### config.mk
export PLATFORM = sky130hd
export DESIGN_NAME = id_stage_pipelined
export DESIGN_NICKNAME = d
export VERILOG_FILES = /design/src/rtl/id_stage_pipelined.sv
export SDC_FILE = /design/constraint.sdc
export NUM_CORES = 2
export LEC_CHECK = 0
export BUFFER_PORTS_ARGS = -buffer_cell sky130_fd_sc_hd__buf_2
export CAP_MARGIN = 20
export CORE_UTILIZATION = 32
export DETAILED_ROUTE_END_ITERATION = 10
export PLACE_DENSITY = 0.59
export SLEW_MARGIN = 30
export SYNTH_ARGS = -nofsm -noshare
export SYNTH_HDL_FRONTEND = slang
export SYNTH_SLANG_ARGS = --single-unit
### constraint.sdc
create_clock -name clk -period 23.5 [get_ports clk]
set_clock_uncertainty 0.15 [all_clocks]
set_input_delay 4.7 -clock clk [delete_from_list [all_inputs] [get_ports clk]]
set_output_delay 4.7 -clock clk [all_outputs]
set_load 0.005 [all_outputs]
### src/rtl/id_stage_pipelined.sv
// id_stage_pipelined: ARM-subset decode stage with register file, hazard detection and ID/EX register
//
// Ports:
//   clk, rst                      clock and asynchronous active-high reset
//   i_in_valid                    i_instruction / i_pc_in carry a real instruction
//   i_instruction, i_pc_in        instruction word and its PC
//   i_status                      {N,Z,C,V} flags used for the condition check
//   i_stall_in                    hold the ID/EX contents
//   i_flush                       replace the ID/EX contents with a bubble
//   i_wb_en/_dest/_value          register file write port
//   i_exe_wb_en/_dest             writer currently in EX
//   i_mem_wb_en/_dest             writer currently in MEM
//   o_hazard_out                  combinational RAW hazard back to IF
//   o_ex_*                        registered decode results for EX
module id_stage_pipelined #(
    parameter int DATA_W    = 32,
    parameter int NUM_REGS  = 16,
    parameter int PC_W      = 32,
    parameter int BYPASS_EN = 1,
    localparam int REG_AW   = $clog2(NUM_REGS)
) (
    input  logic              clk,
    input  logic              rst,
    input  logic              i_in_valid,
    input  logic [31:0]       i_instruction,
    input  logic [PC_W-1:0]   i_pc_in,
    input  logic [3:0]        i_status,
    input  logic              i_stall_in,
    input  logic              i_flush,
    input  logic              i_wb_en,
    input  logic [REG_AW-1:0] i_wb_dest,
    input  logic [DATA_W-1:0] i_wb_value,
    input  logic              i_exe_wb_en,
    input  logic [REG_AW-1:0] i_exe_dest,
    input  logic              i_mem_wb_en,
    input  logic [REG_AW-1:0] i_mem_dest,
    output logic              o_hazard_out,
    output logic              o_ex_valid,
    output logic              o_ex_wb_en,
    output logic              o_ex_mem_read,
    output logic              o_ex_mem_write,
    output logic              o_ex_branch,
    output logic              o_ex_s,
    output logic              o_ex_imm,
    output logic [3:0]        o_ex_cmd,
    output logic [REG_AW-1:0] o_ex_dest,
    output logic [REG_AW-1:0] o_ex_src1,
    output logic [REG_AW-1:0] o_ex_src2,
    output logic [DATA_W-1:0] o_ex_val_rn,
    output logic [DATA_W-1:0] o_ex_val_rm,
    output logic [11:0]       o_ex_shift,
    output logic [23:0]       o_ex_simm24,
    output logic [PC_W-1:0]   o_ex_pc
);
    typedef struct packed {
        logic              valid;
        logic              wb_en;
        logic              mem_read;
        logic              mem_write;
        logic              branch;
        logic              s;
        logic              imm;
        logic [3:0]        cmd;
        logic [REG_AW-1:0] dest;
        logic [REG_AW-1:0] src1;
        logic [REG_AW-1:0] src2;
        logic [DATA_W-1:0] val_rn;
        logic [DATA_W-1:0] val_rm;
        logic [11:0]       shift;
        logic [23:0]       simm24;
        logic [PC_W-1:0]   pc;
    } ex_t;
    logic [DATA_W-1:0] r_regs [NUM_REGS];
    ex_t               r_ex;
    ex_t               w_dec;
    logic [3:0]        w_cond;
    logic [1:0]        w_mode;
    logic [3:0]        w_op;
    logic              w_sbit;
    logic              w_ibit;
    logic [REG_AW-1:0] w_rn;
    logic [REG_AW-1:0] w_rd;
    logic [REG_AW-1:0] w_rm;
    logic [REG_AW-1:0] w_src2;
    logic              w_m00;
    logic              w_m01;
    logic              w_m10;
    logic              w_str;
    logic              w_cond_ok;
    logic [5:0]        w_alu;
    logic              w_uses_rn;
    logic              w_uses_rm;
    logic              w_n;
    logic              w_z;
    logic              w_c;
    logic              w_v;
    logic [DATA_W-1:0] w_val_rn;
    logic [DATA_W-1:0] w_val_rm;

    assign w_cond = i_instruction[31:28];
    assign w_mode = i_instruction[27:26];
    assign w_ibit = i_instruction[25];
    assign w_op   = i_instruction[24:21];
    assign w_sbit = i_instruction[20];
    assign w_rn   = i_instruction[16 +: REG_AW];
    assign w_rd   = i_instruction[12 +: REG_AW];
    assign w_rm   = i_instruction[0 +: REG_AW];
    assign w_m00  = w_mode == 2'b00;
    assign w_m01  = w_mode == 2'b01;
    assign w_m10  = w_mode == 2'b10;
    assign w_str  = w_m01 & ~w_sbit;
    // STR reads its store data from the Rd field
    assign w_src2 = w_str ? w_rd : w_rm;
    assign {w_n, w_z, w_c, w_v} = i_status;

    always_comb begin
        case (w_cond)
            4'h0:    w_cond_ok = w_z;
            4'h1:    w_cond_ok = ~w_z;
            4'h2:    w_cond_ok = w_c;
            4'h3:    w_cond_ok = ~w_c;
            4'h4:    w_cond_ok = w_n;
            4'h5:    w_cond_ok = ~w_n;
            4'h6:    w_cond_ok = w_v;
            4'h7:    w_cond_ok = ~w_v;
            4'h8:    w_cond_ok = w_c & ~w_z;
            4'h9:    w_cond_ok = ~w_c | w_z;
            4'hA:    w_cond_ok = w_n == w_v;
            4'hB:    w_cond_ok = w_n != w_v;
            4'hC:    w_cond_ok = ~w_z & (w_n == w_v);
            4'hD:    w_cond_ok = w_z | (w_n != w_v);
            4'hE:    w_cond_ok = 1'b1;
            default: w_cond_ok = 1'b0;
        endcase
    end

    // {defined, cmd, wb} for data-processing opcodes
    always_comb begin
        case (w_op)
            4'b1101: w_alu = 6'b1_0001_1;
            4'b1111: w_alu = 6'b1_1001_1;
            4'b0100: w_alu = 6'b1_0010_1;
            4'b0101: w_alu = 6'b1_0011_1;
            4'b0010: w_alu = 6'b1_0100_1;
            4'b0110: w_alu = 6'b1_0101_1;
            4'b0000: w_alu = 6'b1_0110_1;
            4'b1100: w_alu = 6'b1_0111_1;
            4'b0001: w_alu = 6'b1_1000_1;
            4'b1010: w_alu = 6'b1_0100_0;
            4'b1000: w_alu = 6'b1_0110_0;
            default: w_alu = 6'b0_0000_0;
        endcase
    end

    assign w_uses_rn = (w_m00 & w_op != 4'b1101 & w_op != 4'b1111) | w_m01;
    assign w_uses_rm = (w_m00 & ~w_ibit) | w_str;
    assign o_hazard_out = i_in_valid &
        ((w_uses_rn & ((i_exe_wb_en & i_exe_dest == w_rn) | (i_mem_wb_en & i_mem_dest == w_rn))) |
         (w_uses_rm & ((i_exe_wb_en & i_exe_dest == w_src2) | (i_mem_wb_en & i_mem_dest == w_src2))));

    assign w_val_rn = (BYPASS_EN != 0 && i_wb_en && i_wb_dest == w_rn) ? i_wb_value : r_regs[w_rn];
    assign w_val_rm = (BYPASS_EN != 0 && i_wb_en && i_wb_dest == w_src2) ? i_wb_value : r_regs[w_src2];

    // a failed condition or undefined encoding leaves every enable and the command at zero
    assign w_dec = '{
        valid:     1'b1,
        wb_en:     w_cond_ok & ((w_m00 & w_alu[0]) | (w_m01 & w_sbit)),
        mem_read:  w_cond_ok & w_m01 & w_sbit,
        mem_write: w_cond_ok & w_str,
        branch:    w_cond_ok & w_m10,
        s:         w_cond_ok & w_m00 & w_alu[5] & w_sbit,
        imm:       w_ibit,
        cmd:       ~w_cond_ok ? 4'b0000 : w_m00 ? w_alu[4:1] : w_m01 ? 4'b0010 : 4'b0000,
        dest:      w_rd,
        src1:      w_rn,
        src2:      w_src2,
        val_rn:    w_val_rn,
        val_rm:    w_val_rm,
        shift:     i_instruction[11:0],
        simm24:    i_instruction[23:0],
        pc:        i_pc_in
    };

    always_ff @(posedge clk or posedge rst) begin
        if (rst)
            for (int k = 0; k < NUM_REGS; k++) r_regs[k] <= '0;
        else if (i_wb_en)
            r_regs[i_wb_dest] <= i_wb_value;
    end

    always_ff @(posedge clk or posedge rst) begin
        if (rst)
            r_ex <= '0;
        else if (i_flush)
            r_ex <= '0;
        else if (!i_stall_in)
            r_ex <= (o_hazard_out || !i_in_valid) ? '0 : w_dec;
    end

    assign o_ex_valid     = r_ex.valid;
    assign o_ex_wb_en     = r_ex.wb_en;
    assign o_ex_mem_read  = r_ex.mem_read;
    assign o_ex_mem_write = r_ex.mem_write;
    assign o_ex_branch    = r_ex.branch;
    assign o_ex_s         = r_ex.s;
    assign o_ex_imm       = r_ex.imm;
    assign o_ex_cmd       = r_ex.cmd;
    assign o_ex_dest      = r_ex.dest;
    assign o_ex_src1      = r_ex.src1;
    assign o_ex_src2      = r_ex.src2;
    assign o_ex_val_rn    = r_ex.val_rn;
    assign o_ex_val_rm    = r_ex.val_rm;
    assign o_ex_shift     = r_ex.shift;
    assign o_ex_simm24    = r_ex.simm24;
    assign o_ex_pc        = r_ex.pc;
endmodule
Word-level counts from Yosys, hierarchy flattened:

Memories as Yosys holds them, arrays and structs flattened.
Index checks and enable logic that the tools add are counted.

* output and inout port bits: 156
* memories kept: 1
* flip-flop bits (word level): 667
* memory bits (read-only): 96
* input port bits: 120
* word-level logic and storage cells: 130

Memory list
* (name not given): words 16, bits a word 6, rd ports 1, clocked after memory_dff 0, write ports 0, line 139 `case (w_op)`

* mux-type cells: 19
* bitwise logic cells: 40
* reductions and logical operators: 7
* $lt $le $gt $ge: 4
* equal/unequal tests: 27

Operator list (count)
* 512-bit bitwise mux: 1
* 155-bit 2-to-1 mux: 3
* 32-bit binary-select mux with 4-bit select: 2
* 32-bit 2-to-1 mux: 7
* 32-bit demux with 4-bit select: 1
* 4-bit equality test (second input constant): 7
* 4-bit equality test: 6
* 1-bit bitwise AND: 23
* 4-bit by 3-bit equality test with 1-bit output (second input constant): 4
* 5-bit greater-or-equal comparator (second input constant): 3
* 4-bit NOT with 5-bit output: 3
* 1-bit one-hot mux with 15 select lines: 1
* 4-bit 2-to-1 mux: 3
* 4-bit by 2-bit equality test with 1-bit output (second input constant): 2
* 4-bit inequality test (second input constant): 2
* 1-bit OR: 8
* 1-bit NOT: 6
* 5-bit by 1-bit < comparator with 1-bit output (second input constant): 1
* 4-bit by 1-bit equality test with 1-bit output (second input constant): 1
* 4-bit logical NOT: 1
* 1-bit logical AND: 3
* 2-bit by 1-bit equality test with 1-bit output (second input constant): 1
* 2-bit equality test (second input constant): 1
* 2-bit logical NOT: 1
* other kinds (6): 6

Longest topological paths before layout:

* depth after elaboration: 13
* gate-level depth with buffers: 11
* depth with buffers taken out: 6

Least setup slack after synthesis:

OpenSTA, ideal clock, no wires.

* kind: input -> output
* from: input i_instruction[20]
* to: output o_hazard_out
* stages: 8
* arrival time: 6.602 ns
* data required time: 18.650 ns
* path slack: 12.048 ns
* buffers on the path: 2
* path through: buf_6 -> or3b_1 -> buf_2 -> mux2_4 -> xor2_1 -> or4_4 -> nand3_1 -> and2_1

* word-level cells in the longest chain between the ends: 9
* elaborated cells on any way between the ends: 12
* classes of those cells: 2 x eq/ne; 1 x mux; 9 x bitwise

Ends and longest elaborated chain
* from (decl): line 25 `input logic [31:0] i_instruction,`
* 1-bit NOT *: line 111 `assign w_str = w_m01 & ~w_sbit;`
* 1-bit bitwise AND *: line 111
* 4-bit 2-to-1 mux: line 113 `assign w_src2 = w_str ? w_rd : w_rm;`
* 4-bit equality test: line 159 `(w_uses_rm & ((i_exe_wb_en & i_exe_dest == w_src2) | (i_mem_wb_en & i_mem_dest == w_src2))));`
* 1-bit bitwise AND: line 159
* 1-bit OR: line 159
* 1-bit bitwise AND *: line 159
* 1-bit OR *: line 158 `((w_uses_rn & ((i_exe_wb_en & i_exe_dest == w_rn) | (i_mem_wb_en & i_mem_dest == w_rn))) |`
* 1-bit bitwise AND *: line 157 `assign o_hazard_out = i_in_valid &`
* to (decl): line 37 `output logic o_hazard_out,`

Mark *: on every way between the ends. The rest lies on a longest branch, timed or not.

Worst setup path after layout:

* from: input i_instruction[26]
* to: output o_hazard_out

* word-level cells in the longest chain between the ends: 9
* elaborated cells on any way between the ends: 18
* classes of those cells: 3 x eq/ne; 1 x mux; 13 x bitwise; 1 x reduce/logical

Ends and longest elaborated chain
* 2-bit by 1-bit equality test with 1-bit output: line 109 `assign w_m01 = w_mode == 2'b01;`
* 1-bit bitwise AND: line 111
* 4-bit 2-to-1 mux: line 113
* 4-bit equality test: line 159
* 1-bit bitwise AND: line 159
* 1-bit OR: line 159
* 1-bit bitwise AND: line 159
* 1-bit OR *: line 158
* 1-bit bitwise AND *: line 157

Marked as above.

==> results_dict.tcl <==
set metrics [dict create \
    synthCells 3095 \
    syn_area_sq_mm 0.0384 \
    clk-insertion-delay-late_ns 0.64 \
    worst_pin_slew_ns 1.19 \
    crit_path_end_kind "primary output" \
    async_reset_ff_share_pct 100 \
    antenna_found_initial 15 \
    slew_viol_final 0 \
    place_area_sq_mm 0.0411 \
    post_cts_buffers 0 \
    ys_ff_latch 647 \
    htreeDepth 3 \
    min_period_ns 12.32 \
    routed_wl_mm 125 \
    grtUsageTotal_pct 20.4 \
    drtIter0Drc 2136 \
    coreArea_sq_mm 0.119 \
    critical_path_class "input port to primary output" \
    status "completed" \
    wl_per_cell_um 25.9 \
    avgSynthCellArea_sq_um 12.4 \
    vias 27800 \
    p_total_w 0.00358 \
    cts_buffers 77 \
    synth_most_common_cell "dfrtp_1" \
    hold_class "register to register" \
    cts_root_buf "clkbuf_16" \
    power_leakage_nw 18.5 \
    critical_path.top_delay_family "simple AND/OR/NAND/NOR gates" \
    max_slew_margin_pct 20.7 \
    worstPathArrival_ns 7.47 \
    critical_path.max_fanout 108 \
    max-vdd-ir-drop_mv 0.0500 \
    setup_tns_ns 0 \
    synth_top_area_cell "dfrtp_1" \
    synth.top_cells.by_count "647 x dfrtp_1, 572 x mux2_2, 284 x mux2i_1" \
    clk_path_buf_depth 3 \
    rows 126 \
    gp_congestion 0.797 \
    ctsHoldBuffers 0 \
    drc 0 \
    path_buf_inv 2 \
    dr.pass1.iters 5 \
    setup_viol 0 \
    worstPathRequired_ns 18.65 \
    grt_overflow_total 0 \
    cts_tree "done" \
    crit_chain "buf_2, or3b_4, mux2_8, xor2_1, or4_4, nand3_1, and2_1, buf_2" \
    ant_nets 0 \
    rsz0062_at_grt "false" \
    initial_utilization_pct 32.4 \
    drv_cap 0 \
    crit_path_max_incr_delay_ns 0.84 \
    yosys_warnings 0 \
    hold_violations 0 \
    die_w_um 348 \
    grt_pass1_vias 27700 \
    start_kind "input port" \
    port_buffers 275 \
    place_inst 4698 \
    final_nets 3306 \
    synth_edf_count 0 \
    finalCritPeriodShare_pct 52.4 \
    synth.distinct_cells 63 \
    via_per_inst 5.74 \
    clkTransAtPathRegs_ns 0.06 \
    synth_top_area_share_pct 42.2 \
    synth_area_leaders "dfrtp_1 42%, mux2_2 17%, mux4_2 13%" \
    fillerInstances 11500 \
    final_cell_area_sq_mm 0.0437 \
    ios 276 \
    dp_hpwl_mm 69.9 \
    max_freq_ghz 0.0812 \
    grt_pass1_wl_mm 188 \
    timing.hold.ws_ns 0.325 \
    drive_gt1_share_pct 41.0 \
    fin_cells 4838 \
    p_per_area_mw_per_mm2 82.0 \
    slowest_stage "mux2_8" \
    grt_max_degree 140 \
    die_y_um 348 \
    synthFlopType "dfrtp_1" \
    die-area_sq_mm 0.121 \
    cts_resized 0 \
    syn_nets 3221 \
    crit_top_cell "buf_2" \
    clkSinkCount 647 \
    syn_to_final_growth_pct 13.9 \
    ys_seq_area_share_pct 42.2 \
]
==> metrics by stage <==
stage	setup WS [ns]	utilization (%)
finish	11.18	36.9
global route	11.07	36.9
CTS	11.15	36.8
detailed placement	11.16	34.7
global placement	11.20	34.6
floorplan	0.523	-
==> cell usage in the layout (no fill, tap or decap), drive strengths merged, types with 46 or more instances in the layout <==
master	instances
a211oi	128
a21oi	66
a22o	55
buf	335
clkbuf	110
dfrtp	647
mux2	573
mux2i	284
mux4	230
nand2	281
nor2b	64
o211ai	63
o21ai	46
==> final cells by class <==
type | instances | area, sq um | area share, %
Multi-Input combinational cell | 2106 | 21000 | 47.9
Sequential cell | 647 | 16200 | 37.0
Clock buffer | 110 | 2250 | 5.16
Tap cell | 1600 | 2000 | 4.58
Timing Repair Buffer | 335 | 2000 | 4.57
Clock inverter | 25 | 255 | 0.584
Inverter | 13 | 61.3 | 0.140
Antenna cell | 2 | 5.00 | 0.0114
==> routing by layer <==
layer  vias to the layer above  routed length, um  share of wire [%]  GRT usage (%)
li1                      12000                  -                  -              -
met2                      1002              60200                 48           33.8
met5                         -                 86              0.069              0
met4                        12               4060                3.2           6.70
met3                       258               8130                6.5           3.62
met1                     14500              52700                 42           26.7
==> power breakdown <==
part	internal, W	switching, W	total [W]
clock	0.000710	0.000496	0.00121
sequential	0.00133	0.000207	0.00154
combinational	0.000482	0.000357	0.000839
==> cell families after synthesis <==
family	Yosys count	share of synthesized area (%)
AO/OA/AOI/OAI	543	10.4
flip-flops	647	42.2
multiplexers	1087	37.7
XOR/XNOR	23	0.525
buffers and inverters	342	3.68
AND/OR/NAND/NOR	447	5.31
adder cells (fa/ha/maj)	6	0.196
==> worst min-delay path, delay by kind of cell (launching register included) <==
kind             cells  cell delay (ns)
AND/OR/NAND/NOR      1             0.04
flip-flops           1             0.34
AO/OA/AOI/OAI        1             0.06
==> registers in the layout, summed over array words and instances (netlist names) <==
signal and flops:
o_ex_mem_read 1, o_ex_imm 1, o_ex_cmd 4, o_ex_simm24 7, o_ex_shift 11, o_ex_val_rn 32, o_ex_mem_write 1, o_ex_val_rm 32
o_ex_pc 32, o_ex_branch 1, r_regs 512, o_ex_src2 4, o_ex_valid 1, o_ex_wb_en 1, o_ex_src1 3, o_ex_dest 3
o_ex_s 1
==> final timing paths <==
path	startpoint	end	slack (ns)	depth (start not counted)
max	i_instruction[26]	o_hazard_out	11.18	8
min	o_ex_val_rn[26]	o_ex_val_rn[26]	0.32	2
max reg2reg	r_regs[285]	o_ex_val_rn[29]	21.29	4
min reg2reg	o_ex_val_rn[26]	o_ex_val_rn[26]	0.32	2
max in group asynchronous	rst	o_ex_val_rn[4]	17.18	4
min in group asynchronous	rst	r_regs[55]	4.04	2
(Power assumes the default switching activity.)
